<file path="src/rtl/keypad_pkg.sv">
// Shared types and constants for the 4x4 keypad scanner.
package keypad_pkg;

    typedef enum logic [1:0] {
        ST_SCAN     = 2'd0,
        ST_DEBOUNCE = 2'd1,
        ST_PRESSED  = 2'd2,
        ST_RELEASE  = 2'd3
    } state_e;

    typedef logic [3:0] key_code_t;

    localparam logic [3:0] COL_0     = 4'b1110;
    localparam logic [3:0] COL_1     = 4'b1101;
    localparam logic [3:0] COL_2     = 4'b1011;
    localparam logic [3:0] COL_3     = 4'b0111;
    localparam logic [3:0] ROWS_IDLE = 4'b1111;

    function automatic logic [3:0] col_drive(input logic [1:0] idx);
        logic [3:0] drive;
        case (idx)
            2'd0:    drive = COL_0;
            2'd1:    drive = COL_1;
            2'd2:    drive = COL_2;
            2'd3:    drive = COL_3;
            default: drive = COL_0;
        endcase
        return drive;
    endfunction

    // Lowest-numbered row pulled low wins when several rows are active.
    function automatic logic [1:0] low_row_idx(input logic [3:0] rows);
        logic [1:0] idx;
        if (!rows[0]) begin
            idx = 2'd0;
        end else if (!rows[1]) begin
            idx = 2'd1;
        end else if (!rows[2]) begin
            idx = 2'd2;
        end else begin
            idx = 2'd3;
        end
        return idx;
    endfunction

endpackage

</file>
<file path="src/rtl/keypad_tick.sv">
// Scan-tick generator: one-clock pulse every SCAN_DIV clocks.
module keypad_tick #(
    parameter int SCAN_DIV = 1000
) (
    input  logic clk,
    input  logic reset_n,
    output logic tick
);

    localparam logic [15:0] LAST = 16'(SCAN_DIV - 1);

    logic [15:0] r_cnt;
    logic        r_tick;

    // Free-running divider with a registered terminal-count pulse.
    always_ff @(posedge clk or negedge reset_n) begin
        if (!reset_n) begin
            r_cnt  <= 16'd0;
            r_tick <= 1'b0;
        end else if (r_cnt == LAST) begin
            r_cnt  <= 16'd0;
            r_tick <= 1'b1;
        end else begin
            r_cnt  <= r_cnt + 16'd1;
            r_tick <= 1'b0;
        end
    end

    assign tick = r_tick;

endmodule

</file>
<file path="src/rtl/keypad_scanner.sv">
// 4x4 keypad scanner: rotates the column drive, debounces the first key found, delivers its code.
// Defining KEYPAD_REPEAT_EN enables auto-repeat of a held key.
module keypad_scanner
    import keypad_pkg::*;
#(
    parameter int SCAN_DIV     = 1000,
    parameter int DEBOUNCE     = 4,
    parameter int REPEAT_DELAY = 200,
    parameter int REPEAT_RATE  = 50
) (
    input  logic      clk,
    input  logic      reset_n,
    input  logic [3:0] row,
    output logic [3:0] col,
    output key_code_t key_code,
    output logic      key_valid,
    input  logic      key_ack,
    output logic      keydown,
    output logic      overrun
);

`ifdef KEYPAD_REPEAT_EN
    localparam logic REPEAT_ON = 1'b1;
`else
    localparam logic REPEAT_ON = 1'b0;
`endif

    localparam logic [3:0]  DB_LAST  = 4'(DEBOUNCE);
    localparam logic [15:0] REP_DLY  = 16'(REPEAT_DELAY);
    localparam logic [15:0] REP_RATE = 16'(REPEAT_RATE);

    logic        w_tick;
    logic [3:0]  r_row_meta, r_row_sync;
    state_e      r_state, w_state_nx;
    logic [1:0]  r_col_idx, w_col_idx_nx;
    logic [3:0]  r_col;
    logic [3:0]  r_cand_row, w_cand_row_nx;
    key_code_t   r_cand_code, w_cand_code_nx;
    logic [3:0]  r_db_cnt, w_db_cnt_nx, w_db_inc;
    logic [15:0] r_rep_cnt, w_rep_cnt_nx, w_rep_inc;
    logic        r_rep_first, w_rep_first_nx, w_rep_hit;
    logic        r_keydown, w_keydown_nx;
    logic        w_deliver;
    key_code_t   r_key_code, w_key_code_nx;
    logic        r_key_valid, w_key_valid_nx;
    logic        r_overrun, w_overrun_nx;

    keypad_tick #(.SCAN_DIV(SCAN_DIV)) u_tick (
        .clk     (clk),
        .reset_n (reset_n),
        .tick    (w_tick)
    );

    assign w_db_inc  = r_db_cnt + 4'd1;
    assign w_rep_inc = r_rep_cnt + 16'd1;
    assign w_rep_hit = r_rep_first ? (w_rep_inc == REP_DLY) : (w_rep_inc == REP_RATE);

    // Next-state logic; row is only looked at on scan ticks.
    always_comb begin
        w_state_nx      = r_state;
        w_col_idx_nx    = r_col_idx;
        w_cand_row_nx   = r_cand_row;
        w_cand_code_nx  = r_cand_code;
        w_db_cnt_nx     = r_db_cnt;
        w_rep_cnt_nx    = r_rep_cnt;
        w_rep_first_nx  = r_rep_first;
        w_keydown_nx    = r_keydown;
        w_deliver       = 1'b0;
        case (r_state)
            ST_SCAN: begin
                if (!w_tick) begin
                    w_state_nx = ST_SCAN;
                end else if (r_row_sync == ROWS_IDLE) begin
                    w_col_idx_nx = r_col_idx + 2'd1;
                end else begin
                    w_cand_row_nx  = r_row_sync;
                    w_cand_code_nx = {low_row_idx(r_row_sync), r_col_idx};
                    w_db_cnt_nx    = 4'd0;
                    w_state_nx     = ST_DEBOUNCE;
                end
            end
            ST_DEBOUNCE: begin
                if (!w_tick) begin
                    w_state_nx = ST_DEBOUNCE;
                end else if (r_row_sync != r_cand_row) begin
                    w_state_nx = ST_SCAN;
                end else if (w_db_inc == DB_LAST) begin
                    w_db_cnt_nx    = w_db_inc;
                    w_state_nx     = ST_PRESSED;
                    w_keydown_nx   = 1'b1;
                    w_deliver      = 1'b1;
                    w_rep_cnt_nx   = 16'd0;
                    w_rep_first_nx = 1'b1;
                end else begin
                    w_db_cnt_nx = w_db_inc;
                end
            end
            ST_PRESSED: begin
                if (!w_tick) begin
                    w_state_nx = ST_PRESSED;
                end else if (r_row_sync == ROWS_IDLE) begin
                    w_state_nx     = ST_RELEASE;
                    w_db_cnt_nx    = 4'd0;
                    w_rep_cnt_nx   = 16'd0;
                    w_rep_first_nx = 1'b1;
                end else if (REPEAT_ON && w_rep_hit) begin
                    w_deliver      = 1'b1;
                    w_rep_cnt_nx   = 16'd0;
                    w_rep_first_nx = 1'b0;
                end else begin
                    w_rep_cnt_nx = w_rep_inc;
                end
            end
            ST_RELEASE: begin
                if (!w_tick) begin
                    w_state_nx = ST_RELEASE;
                end else if (r_row_sync != ROWS_IDLE) begin
                    w_state_nx = ST_PRESSED;
                end else if (w_db_inc == DB_LAST) begin
                    w_db_cnt_nx  = w_db_inc;
                    w_state_nx   = ST_SCAN;
                    w_keydown_nx = 1'b0;
                    w_col_idx_nx = r_col_idx + 2'd1;
                end else begin
                    w_db_cnt_nx = w_db_inc;
                end
            end
            default: begin
                w_state_nx = ST_SCAN;
            end
        endcase
    end

    // Consumer handshake: acknowledge is applied before any coincident delivery.
    always_comb begin
        w_key_code_nx = r_key_code;
        if (key_ack && r_key_valid) begin
            w_key_valid_nx = 1'b0;
            w_overrun_nx   = 1'b0;
        end else begin
            w_key_valid_nx = r_key_valid;
            w_overrun_nx   = r_overrun;
        end
        if (w_deliver && w_key_valid_nx) begin
            w_overrun_nx = 1'b1;
        end else if (w_deliver) begin
            w_key_code_nx  = r_cand_code;
            w_key_valid_nx = 1'b1;
        end else begin
            w_key_code_nx = r_key_code;
        end
    end

    // State, synchronizer and output registers.
    always_ff @(posedge clk or negedge reset_n) begin
        if (!reset_n) begin
            r_row_meta  <= ROWS_IDLE;
            r_row_sync  <= ROWS_IDLE;
            r_state     <= ST_SCAN;
            r_col_idx   <= 2'd0;
            r_col       <= COL_0;
            r_cand_row  <= ROWS_IDLE;
            r_cand_code <= 4'd0;
            r_db_cnt    <= 4'd0;
            r_rep_cnt   <= 16'd0;
            r_rep_first <= 1'b1;
            r_keydown   <= 1'b0;
            r_key_code  <= 4'd0;
            r_key_valid <= 1'b0;
            r_overrun   <= 1'b0;
        end else begin
            r_row_meta  <= row;
            r_row_sync  <= r_row_meta;
            r_state     <= w_state_nx;
            r_col_idx   <= w_col_idx_nx;
            r_col       <= col_drive(w_col_idx_nx);
            r_cand_row  <= w_cand_row_nx;
            r_cand_code <= w_cand_code_nx;
            r_db_cnt    <= w_db_cnt_nx;
            r_rep_cnt   <= w_rep_cnt_nx;
            r_rep_first <= w_rep_first_nx;
            r_keydown   <= w_keydown_nx;
            r_key_code  <= w_key_code_nx;
            r_key_valid <= w_key_valid_nx;
            r_overrun   <= w_overrun_nx;
        end
    end

    assign col       = r_col;
    assign key_code  = r_key_code;
    assign key_valid = r_key_valid;
    assign keydown   = r_keydown;
    assign overrun   = r_overrun;

endmodule

</file>
<file path="config.mk">
export PLATFORM = sky130hd
export DESIGN_NAME = keypad_scanner
export DESIGN_NICKNAME = d
export VERILOG_FILES = /design/src/rtl/keypad_pkg.sv /design/src/rtl/keypad_tick.sv /design/src/rtl/keypad_scanner.sv
export SDC_FILE = /design/constraint.sdc
export NUM_CORES = 1
export LEC_CHECK = 0
export CORE_ASPECT_RATIO = 1.1
export CORE_MARGIN = 3
export CORE_UTILIZATION = 40
export DETAILED_ROUTE_END_ITERATION = 16
export GPL_TIMING_DRIVEN = 0
export HOLD_SLACK_MARGIN = 0.12
export PLACE_DENSITY = 0.54
export SLEW_MARGIN = 15
export SYNTH_ARGS = -nofsm -noshare
export SYNTH_HDL_FRONTEND = slang
export SYNTH_SLANG_ARGS = --single-unit
</file>
<file path="constraint.sdc">
create_clock -name clk -period 3.5 [get_ports clk]
set_clock_uncertainty 0.2 [all_clocks]
set_input_delay 0.7 -clock clk [delete_from_list [all_inputs] [get_ports clk]]
set_output_delay 0.7 -clock clk [all_outputs]
set_load 0.02 [all_outputs]
</file>
# --- Word level (Yosys, flattened, before mapping) ---
# Index checks and enable logic that the tools add are counted.
totals:
  register_bits: 52
  output_inout_bits: 11
  inputBits: 7
  wordCells: 103
classes:
  n_reduce_logical: 11
  add_sub_neg: 3
  eq_ne: 25
  bitwise_logic: 2
  n_mux: 48
ops:
  columns: ["cell", "n"]
  rows:
  - ["$mux W2", 17]
  - ["$mux W4", 8]
  - ["$pmux W4 S4", 2]
  - ["$mux W1", 17]
  - ["$add A16 B1 Y16 const B", 1]
  - ["$eq A16 B10 Y1 const B", 1]
  - ["$mux W16", 1]
  - ["$ne A2 B2 Y1 const B", 6]
  - ["$ne A4 B4 Y1 const B", 3]
  - ["$eq A2 B2 Y1 const B", 4]
  - ["$ne A2 B1 Y1 const B", 4]
  - ["$pmux W2 S4", 1]
  - ["$reduce_and A8 Y1", 1]
  - ["$reduce_and A7 Y1", 1]
  - ["$ne A3 B3 Y1 const B", 2]
  - ["$add A4 B1 Y4 const B", 1]
  - ["$eq A2 B1 Y1 const B", 2]
  - ["$eq A4 B3 Y1 const B", 1]
  - ["$eq A4 B4 Y1 const B", 1]
  - ["$logic_not A2 Y1", 2]
  - ["$ne A4 B4 Y1", 1]
  - ["$pmux W2 S2", 1]
  - ["$reduce_and A4 Y1", 1]
  - ["$reduce_bool A2 Y1", 2]
  - ["other kinds (6)", 8]

# --- Depth between registers and ports, before layout ---
logic_depth:
  depth_word: 9
  ltp_mapped: 8
  ltp_nobuf: 7

# --- Modules after synthesis ---
# A second synthesis with hierarchy kept.
hier_totals:
  cells_unflattened: 208
  hier_area_um2: 2428.6
by_module_without_submodules:
  columns: ["mod", "instances", "area_each_um2", "cells_each", "seq_area_each_um2"]
  rows:
  - ["keypad_scanner", 1, 1637.8, 137, 894.6]
  - ["keypad_tick", 1, 790.8, 71, 425.4]

# --- Worst setup path before layout ---
# No wires, ideal clock.
synth_path:
  path_type: "register to register"
  from: "register r_row_sync[1]"
  to: "register r_state[1]"
  slack_ps: 1343
  period_less_slack_ps: 2157
  setup_ps: 125
  stages_incl_launch_ff: 7
  arrival_time_ps: 1832
  path_buffers: 1
  required_time_ps: 3175
  path_cell_list: "dfstp_2 -> and4_1 -> buf_2 -> mux2i_1 -> nor2b_1 -> a221oi_4 -> mux2_4"
synth_between:
  elab_chain_cells: 4
  elab_cells_between_ends: 13
  cone_classes: "eq/ne (7); mux (5); reduce/logical (1)"
synth_lines:
  columns: ["element", "line", "text"]
  rows:
  - ["start, declared", "keypad_scanner.sv:33", "logic [3:0] r_row_meta, r_row_sync;"]
  - ["start signal, assigned", "keypad_scanner.sv:173", "r_row_sync <= r_row_meta;"]
  - ["$ne A4 B4 Y1, on equally long branches", "keypad_scanner.sv:117, keypad_scanner.sv:85", null]
  - ["$mux W2, on equally long branches", "keypad_scanner.sv:117, keypad_scanner.sv:85", null]
  - ["$mux W2, on equally long branches", "keypad_scanner.sv:115, keypad_scanner.sv:83", null]
  - ["$pmux W2 S4", "keypad_scanner.sv:69", "case (r_state)"]
  - ["end signal, assigned", "keypad_scanner.sv:174", "r_state <= w_state_nx;"]
  - ["end, declared", "keypad_scanner.sv:34", "state_e r_state, w_state_nx;"]
# Several ways; a longest one is shown, not always the timed one.
# A chain may end at the register's enable or synchronous reset.

# --- Worst setup path in the final report ---
layout_path:
  from: "register r_state[0]"
  to: "register r_cand_code[1]"
layout_between:
  elab_chain_cells: 2
layout_lines:
  columns: ["element", "line", "text"]
  rows:
  - ["$logic_not A2 Y1", "keypad_scanner.sv:69", null]
  - ["$reduce_and A3 Y1 (no line)", null, null]
  - ["end signal, assigned", "keypad_scanner.sv:178", "r_cand_code <= w_cand_code_nx;"]
  - ["end, declared", "keypad_scanner.sv:38", "key_code_t r_cand_code, w_cand_code_nx;"]
# Every way passes these cells.

==> metrics.yaml <==
layout:
  final_cell_mix: "37 x dfrtp_1, 17 x nor2_1, 16 x clkdlybuf4s50_1"
  final_common_cell: "dfrtp_1"
  final_cells: 293
  antenna_cells: 0
  finalNetCount: 230
  final_cell_area_mm2: 0.00274
  drive_above_1_share_pct: 18.8
  areaGrowthSynthToFinish_pct: 16.4
clock_network:
  clock-sinks: 52
  cts_tree: "yes"
  clock_insertion_delay_worst_skew_ns: 0.30
  cts_hold_buf: 0
  clock_path_buffers: 2
  clk_pin_slew_ns: 0.09
  numCtsBuffers: 5
  cts-root-buf: "clkbuf_8"
  postCtsSetupBuffers: 0
  cts-resized-gates: 0
  htreeDepth: 2
power_and_ir_drop:
  power.static_leakage_nw: 1.20
  internal_power_mw: 0.805
  ir_worst_vdd_v: 0.000183
  cellPowerDensity_mw_per_mm2: 375
  p_clk_share_pct: 37.2
  seq_power_share_pct: 59.9
  combPwrFrac_pct: 2.9
  p_sw_mw: 0.220
  switching_share_pct: 21.5
die:
  die_w_um: 79.1
  std_cell_rows: 28
  core_mm2: 0.00554
  initial_core_util_pct: 42.5
  io_pins: 18
  dieArea_mm2: 0.00683
  die_y_um: 86.4
placement:
  routabilityCongestion: 0.783
  io_buffer_count: 17
  dp_cells: 285
  placed_cell_area_mm2: 0.00263
  dpl.hpwl_um: 3040
global_route:
  grt_max_degree: 29
  track_usage_pct: 13.5
  grt_overflow: 0
  grt_pass1_wl_um: 7320
  antenna_found_initial: 0
  grt_pass1_vias: 1540
job:
  max_cap_viol_count: 0
timing:
  max_slew_margin_pct: 61.3
  rsz0062_at_grt: "false"
  tns_ns: 0
  min_period_over_period_pct: 67.6
  worst_pin_slew_ns: 0.581
  fmax_mhz: 423
  drv_slew: 0
  hold_violations: 0
  finalSetupViolCount: 0
  min_period_ns: 2.37
logic_synthesis:
  postSynthCellCount: 192
  ys_ff_latch: 52
  synth_top_area_share_pct: 39.4
  synth.distinct_cells: 47
  avgSynthCellArea_um2: 12.2
  async_reset_ff_share_pct: 100
  synth_area_mm2: 0.00235
  synth_edf_count: 0
  ys_top_cells_by_area: "dfrtp_1 39%, dfstp_2 17%, xor2_1 4.1%"
  yosysSeqAreaShare_pct: 56.1
  ys_warn_count: 0
  synth_top_cell_by_area: "dfrtp_1"
  synth-main-ff-cell: "dfrtp_1"
  synth_fp_nets: 205
critical_path:
  worst_ep_required_time_ns: 3.49
  start_kind: "register"
  arrival_ns: 2.36
  crit_type: "reg2reg"
  worstPathMaxFanout: 8
  critPathCaptureType: "register"
detailed_routing:
  wirelength_um: 4130
  drc: 0
  vias: 1497
  drtAntennaViolNets: 0
  drtPass1Iterations: 4
  vias_per_cell: 5.11
  detail_route.wl_per_cell_um: 14.1
  drt_iter0_markers: 54
run_status:
  status: "finished, final reports clean"
hold_path:
  min_path_type: "reg2reg"
metrics by stage:
stage	worst slack [ns]	hold WS (ns)	total power [mW]	utilization [%]
after global routing	0.966	0.171	1.07	49.4
after global placement	0.122	0.146	0.654	47.2
after CTS	1.13	0.164	1.04	49.4
after floorplan	1.34	0.145	0.632	-
final	1.13	0.161	1.03	49.4
after detailed placement	1.16	0.150	0.657	47.5
synth_stat cells (6+ instances only):
library cell,count
nor2_1,17
xor2_1,11
nand2_1,7
xnor2_1,7
nand3_1,9
dfrtp_1,37
dfstp_2,15
a21oi_1,7
ha_1,6
cells by family after synthesis:
logic type	after synthesis	synth area share (%)
adders and majority gates	6	3.19
AOI/OAI and AO/OA	30	11.7
xor gates and xnor gates	18	6.71
buffers and inverters	8	1.38
DFF	52	56.1
muxes	11	5.32
and+or+nand+nor	67	15.5
path summary, 6_finish.rpt:
kind | start | to | cells past startpoint | slack (ns)
max | r_state[0]$_DFFE_PN0P_ | r_cand_code[1]$_DFFE_PN0P_ | 6 | 1.13
min | r_row_meta[2]$_DFF_PN1_ | r_row_sync[2]$_DFF_PN1_ | 0 | 0.16
max reg2reg | r_state[0]$_DFFE_PN0P_ | r_cand_code[1]$_DFFE_PN0P_ | 6 | 1.13
min reg2reg | r_row_meta[2]$_DFF_PN1_ | r_row_sync[2]$_DFF_PN1_ | 0 | 0.16
max in group asynchronous | reset_n | r_row_sync[0]$_DFF_PN1_ | 2 | 2.30
min in group asynchronous | reset_n | overrun$_DFFE_PN0P_ | 1 | 0.19
cell type report:
| cell class | instances | area [µm²] |
|---|---|---|
| fillers | 542 | 2800 |
| flip-flops and latches | 52 | 1320 |
| multi-input cells | 132 | 998 |
| repair buffers | 18 | 185 |
| clock buffers | 6 | 93.8 |
| well taps | 75 | 93.8 |
| inverters | 5 | 18.8 |
| plain buffers | 3 | 13.8 |
| clock inverters | 2 | 12.5 |
worst max-delay path, cell delays in order (launching register included):
cell      delay, ns
dfrtp_1        0.41
inv_1          0.12
ha_1           0.15
clkbuf_1       0.29
nand2_1        0.21
nor2_1         0.49
mux2_2         0.40
power groups by stage:
| stage | logic, mW | clock network (mW) | registers (mW) |
|---|---|---|---|
| 2_1_floorplan | 0.00612 | 0 | 0.626 |
| 3_3_place_gp | 0.0283 | 0 | 0.625 |
| 3_5_place_dp | 0.0312 | 0 | 0.626 |
| 4_1_cts | 0.0313 | 0.393 | 0.614 |
| 5_1_grt | 0.0339 | 0.421 | 0.615 |
| 6_report | 0.0298 | 0.381 | 0.614 |
registers in the layout (all words and copies together), names as in the netlist, 2 cells and up:
register      flops
u_tick.r_cnt     16
col               4
key_code          4
r_cand_code       4
r_cand_row        4
r_db_cnt          4
r_row_meta        4
r_row_sync        4
r_col_idx         2
r_state           2
per-layer routing:
| layer | wire (µm) | up-vias | track usage, % |
|---|---|---|---|
| li1 | - | 733 | - |
| met1 | 1980 | 729 | 17.8 |
| met2 | 1940 | 24 | 21.4 |
| met3 | 143 | 11 | 3.74 |
| met4 | 68 | 0 | 4.84 |
| met5 | 0 | - | 0 |
No activity file was read; power rests on OpenSTA's default activity.
